File: src/rtl/arbitro_memoria.sv
// -----------------------------------------------------------------------------
// arbitro_memoria
//
// Shares the nRisc data memory between two requesters and a clear sequencer.
//   - Port A (CPU load/store stage) and port B (debug/IO loader) each use a
//     hold-until-ack handshake: req and its fields stay stable until a
//     one-cycle ack; err accompanies ack when the address is out of range.
//   - Requests are granted round-robin when both are pending.
//   - A one-cycle limpa pulse starts (or queues) a sequencer that writes zero
//     to every valid word; ocupado is high while it is queued or running.
//
// Ports
//   clk, reset          clock (posedge), asynchronous active-low reset
//   reqA/escrA/endA/dadoA   port A request, 1=write, address, write data
//   ackA/erroA          port A completion pulse and out-of-range flag
//   reqB/escrB/endB/dadoB   port B, same rules as port A
//   ackB/erroB          port B completion pulse and out-of-range flag
//   dado_lido           read data (pass-through of dadoEscrito), valid with ack
//   limpa/ocupado       clear request pulse / clear pending-or-running
//   label/dado          memory address / memory write data
//   LerMemo/EscrMemo    memory read / write strobes (never together)
//   dadoEscrito         registered read output of the memory
// -----------------------------------------------------------------------------
module arbitro_memoria #(
    parameter int LARGURA      = 8,
    parameter int PROFUNDIDADE = 24
) (
    input  logic               clk,
    input  logic               reset,
    input  logic               reqA,
    input  logic               escrA,
    input  logic [LARGURA-1:0] endA,
    input  logic [LARGURA-1:0] dadoA,
    output logic               ackA,
    output logic               erroA,
    input  logic               reqB,
    input  logic               escrB,
    input  logic [LARGURA-1:0] endB,
    input  logic [LARGURA-1:0] dadoB,
    output logic               ackB,
    output logic               erroB,
    output logic [LARGURA-1:0] dado_lido,
    input  logic               limpa,
    output logic               ocupado,
    output logic [LARGURA-1:0] label,
    output logic [LARGURA-1:0] dado,
    output logic               LerMemo,
    output logic               EscrMemo,
    input  logic [LARGURA-1:0] dadoEscrito
);

    typedef enum logic [1:0] {
        OCIOSO  = 2'b00,
        ACESSO  = 2'b01,
        RETORNO = 2'b10,
        LIMPA   = 2'b11
    } estado_t;

    localparam logic [LARGURA-1:0] ZERO   = {LARGURA{1'b0}};
    localparam logic [LARGURA-1:0] UM     = {{(LARGURA-1){1'b0}}, 1'b1};
    localparam logic [LARGURA-1:0] ULTIMO = LARGURA'(PROFUNDIDADE - 1);
    // One bit wider than the address so a depth of 2**LARGURA does not wrap.
    localparam logic [LARGURA:0]   LIMITE = (LARGURA + 1)'(PROFUNDIDADE);

    estado_t            estado_q,   estado_d;
    logic [LARGURA-1:0] label_q,    label_d;     // also the clear counter
    logic [LARGURA-1:0] dado_q,     dado_d;
    logic               ler_q,      ler_d;
    logic               escr_q,     escr_d;
    logic               ack_a_q,    ack_a_d;
    logic               ack_b_q,    ack_b_d;
    logic               erro_a_q,   erro_a_d;
    logic               erro_b_q,   erro_b_d;
    logic               ocupado_q,  ocupado_d;
    logic               pendente_q, pendente_d;  // clear queued, not started
    logic               prio_b_q,   prio_b_d;    // 1: B wins a tie next time
    logic               gnt_b_q,    gnt_b_d;     // port owning the current access

    logic               escolhe_b_s;
    logic               escr_sel_s;
    logic [LARGURA-1:0] end_sel_s;
    logic [LARGURA-1:0] dado_sel_s;
    logic               fora_s;

    // B wins only when A is absent or B was not served last.
    assign escolhe_b_s = reqB & (~reqA | prio_b_q);
    assign escr_sel_s  = escolhe_b_s ? escrB : escrA;
    assign end_sel_s   = escolhe_b_s ? endB  : endA;
    assign dado_sel_s  = escolhe_b_s ? dadoB : dadoA;
    assign fora_s      = ({1'b0, end_sel_s} >= LIMITE);

    // Next-state and next-output logic for the arbitration/clear FSM.
    always_comb begin
        estado_d   = estado_q;
        label_d    = label_q;
        dado_d     = dado_q;
        ler_d      = 1'b0;
        escr_d     = 1'b0;
        ack_a_d    = 1'b0;
        ack_b_d    = 1'b0;
        erro_a_d   = 1'b0;
        erro_b_d   = 1'b0;
        ocupado_d  = ocupado_q;
        pendente_d = pendente_q;
        prio_b_d   = prio_b_q;
        gnt_b_d    = gnt_b_q;

        case (estado_q)
            OCIOSO: begin
                if (pendente_q || limpa) begin
                    // Clear has priority; waiting requests stay queued and
                    // the round-robin pointer is left alone.
                    estado_d   = LIMPA;
                    label_d    = ZERO;
                    dado_d     = ZERO;
                    escr_d     = 1'b1;
                    ocupado_d  = 1'b1;
                    pendente_d = 1'b0;
                end else if (reqA || reqB) begin
                    gnt_b_d  = escolhe_b_s;
                    prio_b_d = ~escolhe_b_s;
                    if (fora_s) begin
                        // Bad address: answer at once, memory never strobed.
                        estado_d = RETORNO;
                        ack_a_d  = ~escolhe_b_s;
                        ack_b_d  = escolhe_b_s;
                        erro_a_d = ~escolhe_b_s;
                        erro_b_d = escolhe_b_s;
                    end else begin
                        estado_d = ACESSO;
                        label_d  = end_sel_s;
                        dado_d   = escr_sel_s ? dado_sel_s : ZERO;
                        escr_d   = escr_sel_s;
                        ler_d    = ~escr_sel_s;
                    end
                end else begin
                    estado_d = OCIOSO;
                end
            end

            ACESSO: begin
                // Memory acts on this closing edge; ack follows next cycle.
                estado_d = RETORNO;
                ack_a_d  = ~gnt_b_q;
                ack_b_d  = gnt_b_q;
                if (limpa) begin
                    pendente_d = 1'b1;
                    ocupado_d  = 1'b1;
                end else begin
                    pendente_d = pendente_q;
                end
            end

            RETORNO: begin
                estado_d = OCIOSO;
                if (limpa) begin
                    pendente_d = 1'b1;
                    ocupado_d  = 1'b1;
                end else begin
                    pendente_d = pendente_q;
                end
            end

            LIMPA: begin
                // A repeated limpa here is deliberately ignored.
                if (label_q == ULTIMO) begin
                    estado_d  = OCIOSO;
                    ocupado_d = 1'b0;
                end else begin
                    label_d = label_q + UM;
                    escr_d  = 1'b1;
                end
            end

            default: begin
                estado_d = OCIOSO;
            end
        endcase
    end

    // State and registered-output update; reset aborts any access in flight.
    always_ff @(posedge clk or negedge reset) begin
        if (!reset) begin
            estado_q   <= OCIOSO;
            label_q    <= ZERO;
            dado_q     <= ZERO;
            ler_q      <= 1'b0;
            escr_q     <= 1'b0;
            ack_a_q    <= 1'b0;
            ack_b_q    <= 1'b0;
            erro_a_q   <= 1'b0;
            erro_b_q   <= 1'b0;
            ocupado_q  <= 1'b0;
            pendente_q <= 1'b0;
            prio_b_q   <= 1'b0;
            gnt_b_q    <= 1'b0;
        end else begin
            estado_q   <= estado_d;
            label_q    <= label_d;
            dado_q     <= dado_d;
            ler_q      <= ler_d;
            escr_q     <= escr_d;
            ack_a_q    <= ack_a_d;
            ack_b_q    <= ack_b_d;
            erro_a_q   <= erro_a_d;
            erro_b_q   <= erro_b_d;
            ocupado_q  <= ocupado_d;
            pendente_q <= pendente_d;
            prio_b_q   <= prio_b_d;
            gnt_b_q    <= gnt_b_d;
        end
    end

    assign label     = label_q;
    assign dado      = dado_q;
    assign LerMemo   = ler_q;
    assign EscrMemo  = escr_q;
    assign ackA      = ack_a_q;
    assign ackB      = ack_b_q;
    assign erroA     = erro_a_q;
    assign erroB     = erro_b_q;
    assign ocupado   = ocupado_q;
    // The memory output is already registered, so it is passed straight on.
    assign dado_lido = dadoEscrito;

endmodule

File: config.mk
export PLATFORM = sky130hd
export DESIGN_NAME = arbitro_memoria
export DESIGN_NICKNAME = d
export VERILOG_FILES = /design/src/rtl/arbitro_memoria.sv
export SDC_FILE = /design/constraint.sdc
export NUM_CORES = 1
export LEC_CHECK = 0
export CAP_MARGIN = 20
export CORE_MARGIN = 1
export CORE_UTILIZATION = 45
export CTS_CLUSTER_SIZE = 12
export DETAILED_ROUTE_END_ITERATION = 8
export DONT_BUFFER_PORTS = 1
export GPL_ROUTABILITY_DRIVEN = 0
export MAX_ROUTING_LAYER = met4
export PLACE_DENSITY = 0.7
export SETUP_SLACK_MARGIN = 0.3
export SKIP_CTS_REPAIR_TIMING = 1
export SLEW_MARGIN = 20
export SYNTH_ARGS = -nofsm -noshare
export SYNTH_HDL_FRONTEND = slang
export SYNTH_SLANG_ARGS = --single-unit
export TNS_END_PERCENT = 5
File: constraint.sdc
create_clock -name clk -period 5.85 [get_ports clk]
set_input_delay 1.17 -clock clk [delete_from_list [all_inputs] [get_ports clk]]
set_output_delay 1.17 -clock clk [all_outputs]
set_load 0.01 [all_outputs]
==> flow_metrics.env, run 1 <==
export IMPL_rsz0062_at_grt="no"
export IMPL_ys_types=43
export IMPL_grt_pass1_wl_um=6130
export IMPL_viasPerCell=6.32
export IMPL_ys_seq_area_share_pct=43.0
export IMPL_fin_crit_sh_pct=45.9
export IMPL_fin_nets=201
export IMPL_firstDrtPassIters=4
export IMPL_layout_cells_non_filler=195
export IMPL_slew_violations=0
export IMPL_period_needed_ns=2.68
export IMPL_crit_path_end_kind="flip-flop"
export IMPL_worstPathMaxFanout=15
export IMPL_vdd_ir_drop_max_mv=0.134
export IMPL_grt_overflow_total=0
export IMPL_powerDensity_nw_per_um2=396
export IMPL_ys_warn_count=0
export IMPL_required_ns=6.08
export IMPL_postRouteAntennaNets=0
export IMPL_syn_to_final_growth_pct=1.77
export IMPL_io_pins=78
export IMPL_synth_edf_count=0
export IMPL_h_tree_depth=1
export IMPL_cts_buffers=3
export IMPL_fp_dieW_um=62.1
export IMPL_synthArstFlopShare_pct=100
export IMPL_drt_iter0_markers=82
export IMPL_hold_path_class="input port to asynchronous set/reset pin"
export IMPL_finalHoldViolations=0
export IMPL_multiInputGateArea_um2=808
export IMPL_vias=1233
export IMPL_avgSynthCellArea_um2=10.3
export IMPL_placementRows=21
export IMPL_worstMarginPinSlew_ns=0.855
export IMPL_arrival_ns=2.91
export IMPL_synthFlopType="dfrtp_1"
export IMPL_design_core_area_um2=3390
export IMPL_grt_pass1_vias=1276
export IMPL_startpoint_type="flip-flop"
export IMPL_setup_tns_ns=0
export IMPL_total_leakage_power_uw=0.000719
export IMPL_clockBufferDepth=2
export IMPL_start_util_pct=48.0
export IMPL_ctsRootBufferMaster="clkbuf_4"
export IMPL_nFillCells=320
export IMPL_clkTransAtPathRegs_ns=0.15
export IMPL_drive_above_1_share_pct=12.8
export IMPL_clock_sinks=28
export IMPL_clock_latency_ns=0.32
export IMPL_synthCells=158
export IMPL_grtUsageTotal_pct=20.5
export IMPL_cap_viol_max_count=0
export IMPL_ff_latch_area_um2=701
export IMPL_fmax_mhz=373
export IMPL_antenna_found_initial=0
export IMPL_path_class="flip-flop to flip-flop"
export IMPL_avgRoutedWirePerCell_um=18.7
export IMPL_wl_um=3640
export IMPL_drc=0
export IMPL_ys_seq_elements=28
export IMPL_cts_tree="done"
export IMPL_relSlewSlack_pct=42.9
export IMPL_crit_chain="ha_1 > nor2_1 > a31oi_1 > o21ai_1 > nor2_2 > mux2_2"
export IMPL_die_h_um=62.1
export IMPL_status="complete, no violations"
export IMPL_setup_viol=0
export IMPL_portBuffers=0
export IMPL_grt_max_degree=29
export IMPL_slowest_delay_ns=0.50
export IMPL_slowest_stage="ha_1"
export IMPL_netlist_area_um2=1630
export IMPL_dp_final_hpwl_um=2660
export IMPL_die_area_um2=3860
export IMPL_syn_nets=209
export IMPL_n_antenna_cell=0
export IMPL_dpl_cell_count=191
export IMPL_fin_skew_ns=0.00388
logic make-up (layout without fill, tap and decap cells):
logic type	after synthesis	in the layout	share of synthesized area (%)
AO/OA/AOI/OAI	48	48	22.5
adder cells (fa/ha/maj)	4	4	3.07
buffers and inverters	23	14	7.61
flip-flops	28	28	43.0
multiplexers	17	17	10.9
AND/OR/NAND/NOR	38	38	12.8
worst max-delay path, delay by kind of cell (launching register included):
| kind | cells | cell delay (ns) |
|---|---|---|
| AO/OA/AOI/OAI | 2 | 0.87 |
| adder cells (fa/ha/maj) | 1 | 0.50 |
| flip-flops | 1 | 0.41 |
| multiplexers | 1 | 0.38 |
| AND/OR/NAND/NOR | 2 | 0.42 |
where the power goes:
part	leakage (uW)	internal, uW	total (uW)	switching, uW
sequential	0.000370	236	285	49.1
combinational	0.000321	91.9	245	153
clock	0.0000279	69.3	126	56.8
path summary, 6_finish.rpt:
kind,end,start,slack [ns],cells after the start
worst max-delay path,label[1],estado_q[0],3.17,6
worst min-delay path,ackB,reset,0.51,0
min in group clk,ackB,gnt_b_q,0.51,1
max in group asynchronous,label[7],reset,5.26,0
worst min register to register,ackB,gnt_b_q,0.51,1
worst max register to register,label[1],estado_q[0],3.17,6
metal layers:
layer / GRT usage [%] / routed length [um] / up-vias
met5: - / 0 / -
met4: 9.88 / 93 / 0
met3: 4.41 / 249 / 14
met2: 32.7 / 1740 / 58
met1: 24.7 / 1560 / 593
li1: - / - / 568
cells in the mapped netlist (2+ instances only):
cell type / instances / area [um^2]
o2bb2ai_1: 10 / 87.6
o2111ai_1: 5 / 43.8
a21o_1: 2 / 15.0
nand3_1: 4 / 20.0
inv_1: 10 / 37.5
a211o_1: 2 / 17.5
o22ai_1: 2 / 12.5
o21ai_0: 7 / 35.0
dfrtp_1: 28 / 701
nand2_1: 10 / 37.5
o41ai_1: 2 / 17.5
clkbuf_1: 4 / 15.0
ha_1: 4 / 50.1
nor2_1: 6 / 22.5
and3b_2: 2 / 20.0
mux2_2: 6 / 67.6
nand2b_1: 2 / 12.5
o211ai_1: 4 / 30.0
nor3_1: 4 / 20.0
a21oi_1: 4 / 20.0
mux2i_1: 11 / 110
buf_4: 8 / 60.1
layout make-up:
type | count | area share (%)
flip-flops and latches | 28 | 42.3
well taps | 46 | 3.47
clock inverters | 1 | 1.81
inverters | 10 | 2.27
clock buffers | 3 | 1.36
multi-input cells | 107 | 48.8
stage by stage:
stage / worst slack (ns) / total power [uW] / utilization, % / hold slack [ns] / area, um^2
4_1_cts: 3.25 / 656 / 48.7 / 0.496 / 1650
5_1_grt: 3.01 / 711 / 48.9 / 0.456 / 1660
3_3_place_gp: 3.02 / 509 / 47.2 / 0.464 / 1600
2_1_floorplan: 3.09 / 476 / - / 0.451 / 1630
3_5_place_dp: 2.94 / 527 / 47.2 / 0.478 / 1600
6_report: 3.17 / 656 / 48.9 / 0.505 / 1660
cells in the final DEF, fill, tap and decap left out, types with 2 or more instances in the layout:
master / count
a211o_1: 2
a21o_1: 2
a21oi_1: 4
and3b_2: 2
clkbuf_4: 3
dfrtp_1: 28
ha_1: 4
inv_1: 10
mux2_2: 6
mux2i_1: 11
nand2_1: 10
nand2b_1: 2
nand3_1: 4
nor2_1: 6
nor3_1: 4
o2111ai_1: 5
o211ai_1: 4
o21ai_0: 7
o22ai_1: 2
o2bb2ai_1: 10
o41ai_1: 2
flip-flops by register name (all words and copies together) (netlist names):
register    flops
erroA           1
ackB            1
ocupado         1
erroB           1
dado            8
EscrMemo        1
label           8
LerMemo         1
prio_b_q        1
pendente_q      1
estado_q        2
gnt_b_q         1
ackA            1
Note: power is estimated with default switching activity, not from simulation.
==> run 2: changes to the inputs <==
==> constraint.sdc (replaced) <==
create_clock -name clk -period 2.69 [get_ports clk]
set_input_delay 0.538 -clock clk [delete_from_list [all_inputs] [get_ports clk]]
set_output_delay 0.538 -clock clk [all_outputs]
set_load 0.01 [all_outputs]
==> flow_metrics.env, run 2 (synthesized netlist as in run 1, its figures left out) <==
export IMPL_status="complete, no violations"
export IMPL_portBuffers=0
export IMPL_clockBufferDepth=2
export IMPL_avgRoutedWirePerCell_um=17.9
export IMPL_rsz0062_at_grt="no"
export IMPL_hold_path_class="input port to flip-flop"
export IMPL_io_pins=78
export IMPL_clock_sinks=28
export IMPL_preCtsSetupSlack_ns=0.272
export IMPL_start_util_pct=48.0
export IMPL_fmax_mhz=454
export IMPL_postRouteAntennaNets=0
export IMPL_fp_dieW_um=62.1
export IMPL_powerDensity_nw_per_um2=849
export IMPL_cts_buffers=3
export IMPL_grt_max_degree=29
export IMPL_arrival_ns=2.45
export IMPL_nFillCells=301
export IMPL_firstDrtPassIters=4
export IMPL_drt_iter0_markers=57
export IMPL_die_area_um2=3860
export IMPL_ff_latch_area_um2=701
export IMPL_required_ns=2.94
export IMPL_syn_to_final_growth_pct=4.84
export IMPL_cap_viol_max_count=0
export IMPL_cts_tree="done"
export IMPL_finalHoldViolations=0
export IMPL_startpoint_type="flip-flop"
export IMPL_vias=1266
export IMPL_path_class="flip-flop to flip-flop"
export IMPL_vdd_ir_drop_max_mv=0.383
export IMPL_setup_viol=0
export IMPL_ctsRootBufferMaster="clkbuf_4"
export IMPL_total_leakage_power_uw=0.000744
export IMPL_design_core_area_um2=3390
export IMPL_clkTransAtPathRegs_ns=0.16
export IMPL_fin_skew_ns=0.00809
export IMPL_grt_pass1_wl_um=5980
export IMPL_r2r_slack_ns=0.49
export IMPL_antenna_found_initial=0
export IMPL_placementRows=21
export IMPL_slew_violations=0
export IMPL_die_h_um=62.1
export IMPL_wl_um=3570
export IMPL_viasPerCell=6.36
export IMPL_crit_path_end_kind="flip-flop"
export IMPL_relSlewSlack_pct=26.2
export IMPL_fin_crit_sh_pct=81.8
export IMPL_worst_slack_ns=0.489
export IMPL_n_antenna_cell=0
export IMPL_drive_above_1_share_pct=15.0
export IMPL_grt_pass1_vias=1265
export IMPL_h_tree_depth=1
export IMPL_period_needed_ns=2.20
export IMPL_worstPathMaxFanout=7
export IMPL_multiInputGateArea_um2=813
export IMPL_layout_commonest_cell="dfrtp_1"
export IMPL_drc=0
export IMPL_dp_final_hpwl_um=2670
export IMPL_fin_nets=205
export IMPL_setup_tns_ns=0
export IMPL_worstMarginPinSlew_ns=1.10
export IMPL_grt_overflow_total=0
export IMPL_grtUsageTotal_pct=19.8
export IMPL_final_cell_mix="dfrtp_1, mux2i_1, inv_1, nand2_1, o2bb2ai_1"
export IMPL_clock_latency_ns=0.34
-- run 2: cell count changes in the layout (fill, tap and decap cells not counted), sizes merged --
cell         previous run  this run
buf                     0         3
dlygate4sd3             0         1
-- run 2: worst max-delay path: stages, from the launching register on --
cell and delay (ns):
dfrtp_1 0.48, ha_1 0.26, nor4bb_1 0.18, a31oi_2 0.38, o21ai_2 0.20, nor2_2 0.25
mux2_2 0.37
-- run 2: worst paths after layout --
path | startpoint | end | cells after the start
max in group asynchronous | reset | pendente_q | 2
hold reg to reg | gnt_b_q | ackB | 1
setup reg to reg | label[0] | label[1] | 6
hold / removal | limpa | pendente_q | 2
setup / recovery | label[0] | label[1] | 6
min in group asynchronous | reset | erroB | 2
-- run 2: power breakdown --
| part | switching, uW | internal (uW) |
|---|---|---|
| clock network | 130 | 151 |
| logic | 338 | 214 |
| registers | 105 | 513 |
-- run 2: cell type report --
type                       count  share of cell area [%]
inverter                      10                    2.20
multi-input combinational    107                    47.7
tap                           46                    3.37
clock inverter                 1                    1.76
sequential                    28                    41.1
clock buffer                   3                    1.32
timing repair buffer           4                    2.64
-- run 2: through the flow --
step / instance area [um^2] / total power, uW / hold WS (ns) / utilization, % / instances
floorplan: 1630 / 1030 / 0.242 / - / 158
global placement: 1610 / 1110 / 0.243 / 47.6 / 193
detailed placement: 1610 / 1140 / 0.243 / 47.6 / 193
CTS: 1670 / 1420 / -0.141 / 49.2 / 197
global route: 1710 / 1570 / 0.369 / 50.4 / 199
finish: 1710 / 1450 / 0.378 / 50.4 / 199
-- run 2: per-layer routing --
metal | vias to the layer above | wire, um | share of wire, % | GRT usage (%)
li1 | 580 | - | - | -
met4 | 0 | 84 | 2.4 | 7.56
met1 | 606 | 1500 | 42 | 24.6
met2 | 67 | 1700 | 48 | 31.7
met3 | 13 | 283 | 7.9 | 4.23
met5 | - | 0 | 0 | -
==> run 3: changes to the inputs <==
--- a/config.mk
+++ b/config.mk
@@ -13,7 +13,7 @@
 export DONT_BUFFER_PORTS = 1
 export GPL_ROUTABILITY_DRIVEN = 0
 export MAX_ROUTING_LAYER = met4
-export PLACE_DENSITY = 0.7
+export PLACE_DENSITY = 0.72
 export SETUP_SLACK_MARGIN = 0.3
 export SKIP_CTS_REPAIR_TIMING = 1
 export SLEW_MARGIN = 20
==> constraint.sdc (replaced) <==
create_clock -name clk -period 2 [get_ports clk]
set_input_delay 0.4 -clock clk [delete_from_list [all_inputs] [get_ports clk]]
set_output_delay 0.4 -clock clk [all_outputs]
set_load 0.01 [all_outputs]
==> flow_metrics.env, run 3 (synthesized netlist as in run 1, its figures left out) <==
export IMPL_drive_above_1_share_pct=26.8
export IMPL_design_core_area_um2=3390
export IMPL_finalInstanceArea_um2=1890
export IMPL_n_antenna_cell=0
export IMPL_viasPerCell=6.35
export IMPL_grt_overflow_total=0
export IMPL_postRouteAntennaNets=0
export IMPL_powerDensity_nw_per_um2=1180
export IMPL_crit_path_end_kind="flip-flop"
export IMPL_drt_iter0_markers=106
export IMPL_final_cell_mix="dfrtp_1, buf_4, mux2i_1, inv_1, nand2_1"
export IMPL_drc=0
export IMPL_nFillCells=295
export IMPL_ctsRootBufferMaster="clkbuf_4"
export IMPL_firstDrtPassIters=4
export IMPL_fin_crit_sh_pct=95.4
export IMPL_die_h_um=62.1
export IMPL_clock_sinks=28
export IMPL_die_area_um2=3860
export IMPL_grt_pass1_wl_um=6530
export IMPL_fin_nets=216
export IMPL_required_ns=2.27
export IMPL_avgRoutedWirePerCell_um=19.9
export IMPL_worst_slack_ns=0.0930
export IMPL_grt_pass1_vias=1355
export IMPL_vias=1334
export IMPL_worstMarginPinSlew_ns=0.519
export IMPL_cts_tree="done"
export IMPL_critPathTopFamily="compound AO/OA/AOI/OAI gates"
export IMPL_start_util_pct=48.0
export IMPL_cts_buffers=3
export IMPL_finalHoldViolations=0
export IMPL_fin_skew_ns=0.00973
export IMPL_h_tree_depth=1
export IMPL_path_class="flip-flop to flip-flop"
export IMPL_placementRows=21
export IMPL_clockBufferDepth=2
export IMPL_antenna_found_initial=0
export IMPL_setup_viol=0
export IMPL_startpoint_type="flip-flop"
export IMPL_clkTransAtPathRegs_ns=0.16
export IMPL_slew_violations=0
export IMPL_period_needed_ns=1.91
export IMPL_dp_final_hpwl_um=3010
export IMPL_clock_latency_ns=0.34
export IMPL_slowest_stage="dfrtp_1"
export IMPL_relSlewSlack_pct=65.4
export IMPL_hold_path_class="input port to flip-flop"
export IMPL_vdd_ir_drop_max_mv=0.484
export IMPL_slowest_delay_ns=0.42
export IMPL_rsz0062_at_grt="yes"
export IMPL_placed_area_um2=1720
export IMPL_arrival_ns=2.18
export IMPL_utilization_pct=55.9
export IMPL_portBuffers=0
export IMPL_wl_um=4190
export IMPL_power_total_uw=2240
export IMPL_fmax_mhz=524
export IMPL_grt_max_degree=29
export IMPL_worstPathMaxFanout=7
export IMPL_cap_viol_max_count=0
export IMPL_io_pins=78
export IMPL_preCtsSetupSlack_ns=-0.0252
export IMPL_syn_to_final_growth_pct=16.3
export IMPL_status="complete, no violations"
export IMPL_critPathBufInv=0
export IMPL_setup_tns_ns=0
export IMPL_layout_commonest_cell="dfrtp_1"
export IMPL_fp_dieW_um=62.1
export IMPL_crit_chain="ha_1 > nor4bb_4 > a31oi_2 > o21ai_4 > o41a_1 > o211ai_1"
export IMPL_grtUsageTotal_pct=22.1
export IMPL_total_leakage_power_uw=0.000823
## run 3: cell types whose count changed in the layout (fill, tap and decap cells not counted), sizes merged
cell	delta
buf	+11
## run 3: layout make-up
cell class	instances	area, um^2	area share [%]
Inverter	10	37.5	1.98
Sequential cell	28	701	37.0
Clock inverter	1	30.0	1.59
Timing Repair Buffer	15	128	6.74
Multi-Input combinational cell	107	917	48.4
Clock buffer	3	22.5	1.19
Tap cell	46	57.6	3.04
## run 3: worst reg2reg max path, stage by stage (launching register included)
cell      delay [ns]
dfrtp_1         0.42
ha_1            0.26
nor4bb_4        0.19
a31oi_2         0.25
o21ai_4         0.16
o41a_1          0.39
o211ai_1        0.16
## run 3: path summary, 6_finish.rpt
path / to / slack, ns / startpoint / cells past startpoint
worst min-delay path: dado[0] / 0.24 / dadoB[0] / 2
worst max register to register: label[3] / 0.09 / label[0] / 6
min in group asynchronous: label[7] / 0.47 / reset / 2
worst max-delay path: label[3] / 0.09 / label[0] / 6
worst min register to register: ackB / 0.51 / gnt_b_q / 1
max in group asynchronous: pendente_q / 1.36 / reset / 2
## run 3: metal layers
| layer | global-route usage (%) | part of all wire (%) |
|---|---|---|
| met5 | - | 0 |
| met4 | 7.85 | 2.4 |
| met3 | 4.41 | 7.2 |
| met2 | 37.1 | 51 |
| met1 | 26.3 | 39 |
## run 3: through the flow
step,instances,hold WS (ns)
detailed placement,204,0.106
finish,210,0.240
floorplan,158,0.104
CTS,208,-0.276
global route,210,0.241
global placement,204,0.106
## run 3: where the power goes
| group | total, uW | leakage [uW] | switching (uW) | internal, uW |
|---|---|---|---|---|
| registers | 809 | 0.000370 | 119 | 690 |
| logic | 1060 | 0.000425 | 605 | 451 |
| clock network | 377 | 0.0000279 | 174 | 203 |
| total | 2240 | 0.000823 | 898 | 1340 |
==> patch 1, RTL diff (config.mk and constraints of run 3) <==
The 4 values of `estado_t` get a one-hot encoding in 4 bits.
--- a/src/rtl/arbitro_memoria.sv
+++ b/src/rtl/arbitro_memoria.sv
@@ -49,11 +49,11 @@
     input  logic [LARGURA-1:0] dadoEscrito
 );
 
-    typedef enum logic [1:0] {
-        OCIOSO  = 2'b00,
-        ACESSO  = 2'b01,
-        RETORNO = 2'b10,
-        LIMPA   = 2'b11
+    typedef enum logic [3:0] {
+        OCIOSO  = 4'b0001,
+        ACESSO  = 4'b0010,
+        RETORNO = 4'b0100,
+        LIMPA   = 4'b1000
     } estado_t;
 
     localparam logic [LARGURA-1:0] ZERO   = {LARGURA{1'b0}};
Check against the original RTL: same outputs for any inputs over 10 cycles, from zero or initial values and one cycle with reset low; not proved beyond that.
==> patch 1 against run 3 <==
- clock power up 100%
- final cell count up 14%
- routed wire length up 4.3%
- worst setup slack worse by 65 ps
- first-iteration DRC count is 51% lower
- sequential share of layout area shrank 2.0 points
- sequential cell count grew 2
- count of clock-buffer cells in the layout increased by 3
- non-clock buffer count up 13
- area after synthesis increased by 6.0%
- core utilization rose by 2.8 points
- design area is 13% higher
- power grew 31%
- critical endpoint is now label[2]
==> patch 1: results (changes against run 3) <==
metric	value	unit	change
synth-seq-area-share	43.6	%	+0.54 points
reg2reg_slack	30	ps	-70 ps
grt_pass1_wl	6.91	mm	+5.8%
finalNetCount	238		+10%
first_global_vias	1484		+9.5%
rr_startpoint	estado_q[0]		
post_synth_fa_ha_maj_area_fraction	0.725	%	-2.3 points
clk_pin_slew	70	ps	-90 ps
synth_common_cells	dfrtp_1, nand2_1, mux2i_1, o21ai_2		
leakagePower	0.000981	µW	+19%
first_iter_violations	52		-51%
cts_buffers	5		+2
slowest_delay	530	ps	+110 ps
fillers	308		+4.4%
yosys.area_share.xor_xnor	0.508	%	+0.51 points
switching_power	1050	µW	+17%
cp_max_fo	5		-2
grt_use_total	22.8	%	+0.73 points
muxShareOfSynthArea	9.35	%	-1.6 points
crit_slowest_cell	dfstp_2		
root_buffer	clkbuf_8		
peakVddDrop	0.811	mV	+68%
critPathArrivalTime	2140	ps	-40 ps
place_ws	-152	ps	-127 ps
synth.area.top_cells	dfrtp_1, mux2i_1, o21ai_2, nand2_1, buf_4		
placed_area	1850	µm²	+7.9%
fmax	507	MHz	-3.3%
wl	4.37	mm	+4.3%
place_hpwl	3.04	mm	+0.95%
synth_compound_area_share	21.2	%	-1.3 points
drive_above_1_share	32.5	%	+5.6 points
status	complete, no violations		
[patch 1: layer usage]
metal	vias to the layer above	routed length (µm)	track usage, %
met3	21	314	6.96
li1	665	-	-
met5	-	0	-
met2	69	2200	37.0
met4	0	142	11.1
met1	693	1720	25.5
[patch 1: worst min path at each step]
| stage | from | end | slack [ps] | cells after the start |
|---|---|---|---|---|
| 2_1_floorplan | reset | EscrMemo | 100 | 0 |
| 3_3_place_gp | reset | label[2] | 110 | 0 |
| 3_5_place_dp | reset | label[2] | 110 | 0 |
| 4_1_cts | reset | label[5] | -200 | 0 |
| 5_1_grt | reqB | prio_b_q | 210 | 1 |
| 6_report | reqB | prio_b_q | 210 | 1 |
[patch 1: worst max-delay path, delay by kind of cell, from the launching register on]
kind                   cells  cell delay [ps]
buffers and inverters      2              330
AOI/OAI and AO/OA          2              320
DFF                        1              530
and+or+nand+nor            2              680
[patch 1: through the flow]
| stage | cells | setup TNS [ps] |
|---|---|---|
| 3_3_place_gp | 227 | -94.7 |
| 3_5_place_dp | 227 | -1370 |
| 4_1_cts | 235 | -579 |
| 5_1_grt | 239 | -252 |
| 2_1_floorplan | 171 | -1940 |
| 6_report | 239 | 0 |
[patch 1: cell type report]
cell class,instances,area (µm²),area share [%]
clock buffers,6,82.6,3.85
clock inverters,2,60.1,2.80
inverters,3,11.3,0.524
multi-input cells,122,945,44.0
flip-flops and latches,30,752,35.0
well taps,48,60.1,2.80
repair buffers,28,236,11.0
[patch 1: power groups by stage]
stage                     Clock, µW  Combinational [µW]  Sequential [µW]
after floorplan                   0                 745              911
after global placement            0                1050              878
after detailed placement          0                1090              882
after CTS                       779                1100              873
after global routing            809                1410              899
final                           771                1290              880
==> patch 2, RTL diff (config.mk and constraints of run 3) <==
Made on the original files. Change the parameter `LARGURA` from 8 to 9.
--- a/src/rtl/arbitro_memoria.sv
+++ b/src/rtl/arbitro_memoria.sv
@@ -22,7 +22,7 @@
 //   dadoEscrito         registered read output of the memory
 // -----------------------------------------------------------------------------
 module arbitro_memoria #(
-    parameter int LARGURA      = 8,
+    parameter int LARGURA      = 9,
     parameter int PROFUNDIDADE = 24
 ) (
     input  logic               clk,
Interface: changed (8 resized); port bits go from 78 to 86. The function was not compared with the original's and may differ.
==> patch 2 against run 3 <==
- core utilization about the same
- design area increased by 11%
- via count increased by 17%
- sequential cell count increased by 2
- routed wire length increased by 9.9%
- area after synthesis increased by 10%
- non-clock buffer count increased by 9
- worst setup slack got worse by 55 ps
- critical path depth decreased by 1
- largest cell class unchanged
Power is not compared: it rests on default switching activity, and its combinational part moved more than twofold at a synthesized area within 25%.
==> patch 2: results (changes against run 3) <==
metric	value	unit	change
slew_viol_final	0		unchanged
placed_area	1930	µm²	+12%
cp_max_fo	4		-3
reg2reg_slack	40	ps	-50 ps
root_buffer	clkbuf_8		
clk_pin_slew	60	ps	-100 ps
critPathArrivalTime	2130	ps	-50 ps
grt_pass1_wl	7.00	mm	+7.2%
grt_use_total	22.7	%	+0.67 points
r2r_cells	5		-1
hp-class	input pin to register		
clock_skew	4.26	ps	-5.47 ps
vias	1556		+17%
drt-met1-wl	1.87	mm	+15%
clk_latency	290	ps	-50 ps
wl_met2	2.26	mm	+5.3%
syn-num-nets	244		+17%
synth.area.top_cells	dfrtp_1, mux2i_1, nand2_1, o31ai_1, buf_4		
port_buffers	0		unchanged
synth_common_cells	dfrtp_1, nand2_1, mux2i_1, nand3_1, o31ai_1		
hold_depth	1		-1
maxSlewHeadroom	69.0	%	+3.6 points
drive_above_1_share	26.3	%	-0.49 points
grt_max_degree	31		+6.9%
synth-seq-area-share	41.9	%	-1.2 points
wl	4.60	mm	+9.9%
switching_power	281	µW	
first_global_vias	1517		+12%
ys_warn_count	0		unchanged
status	complete, no violations		
leakagePower	0.00102	µW	
finalNetCount	261		+21%
wl_met3	358	µm	+19%
h-tree-depth	2		+1
fillers	352		+19%
cts_buffers	5		+2
place_hpwl	3.33	mm	+11%
first_iter_violations	39		-63%
synth_cell_types	42		-2.3%
==> patch 2: cell count changes after synthesis, sizes merged, moves of 3 or more <==
cell,change
nand2,+20
o2bb2ai,-10
o31ai,+9
nand3,+6
inv,-5
o2111ai,-5
mux2i,+4
nor4,+4
and3,+3
mux2,-3
==> patch 2: path summary, 6_finish.rpt <==
check | from | end
max | label[6] | label[4]
min | reqB | prio_b_q
max reg2reg | label[6] | label[4]
min reg2reg | gnt_b_q | ackB
max in group asynchronous | reset | label[6]
min in group asynchronous | reset | label[8]
==> patch 2: logic make-up after synthesis <==
family	after synthesis	share of synthesized area, %
and+or+nand+nor	71	19.9
AOI/OAI and AO/OA	46	19.2
DFF	30	41.9
buffers and inverters	19	6.00
muxes	18	10.3
adders and majority gates	4	2.79
==> patch 2: power by group through the flow <==
stage	clock [µW]	combinational [µW]	sequential, µW
after floorplan	0	65.3	623
after global placement	0	64.1	622
after detailed placement	0	67.3	622
after CTS	468	67.7	611
after global routing	488	97.5	611
final	462	89.0	611
==> patch 2: stage by stage <==
stage / hold slack (ps) / cells / setup WS (ps) / setup TNS [ps] / total power [µW]
CTS: -201 / 248 / -29.4 / -67.8 / 1150
floorplan: 104 / 188 / -64.8 / -192 / 688
finish: 214 / 253 / 38.4 / 0 / 1160
detailed placement: 105 / 241 / -15.5 / -32.8 / 690
global route: 220 / 253 / -23.6 / -65.0 / 1200
global placement: 105 / 241 / 68.3 / 0 / 686
==> patch 2: worst max-delay path, stage by stage, from the launching register on <==
cell     delay (ps)
dfrtp_2         400
or4b_4          550
o41ai_4         290
nand2_2         140
and3_1          220
a211o_1         240
==> patch 2: layout make-up <==
class                   instances  area share, %
inverters                       5          0.897
clock inverters                 2          0.478
clock buffers                   5           3.29
multi-input cells             139           46.9
flip-flops and latches         30           36.0
repair buffers                 24           9.51
well taps                      48           2.87
==> patch 2: layer usage <==
layer	vias up	global-route usage (%)
met4	0	10.9
met2	72	36.1
li1	712	-
met1	760	27.2
met5	-	-
met3	12	5.56
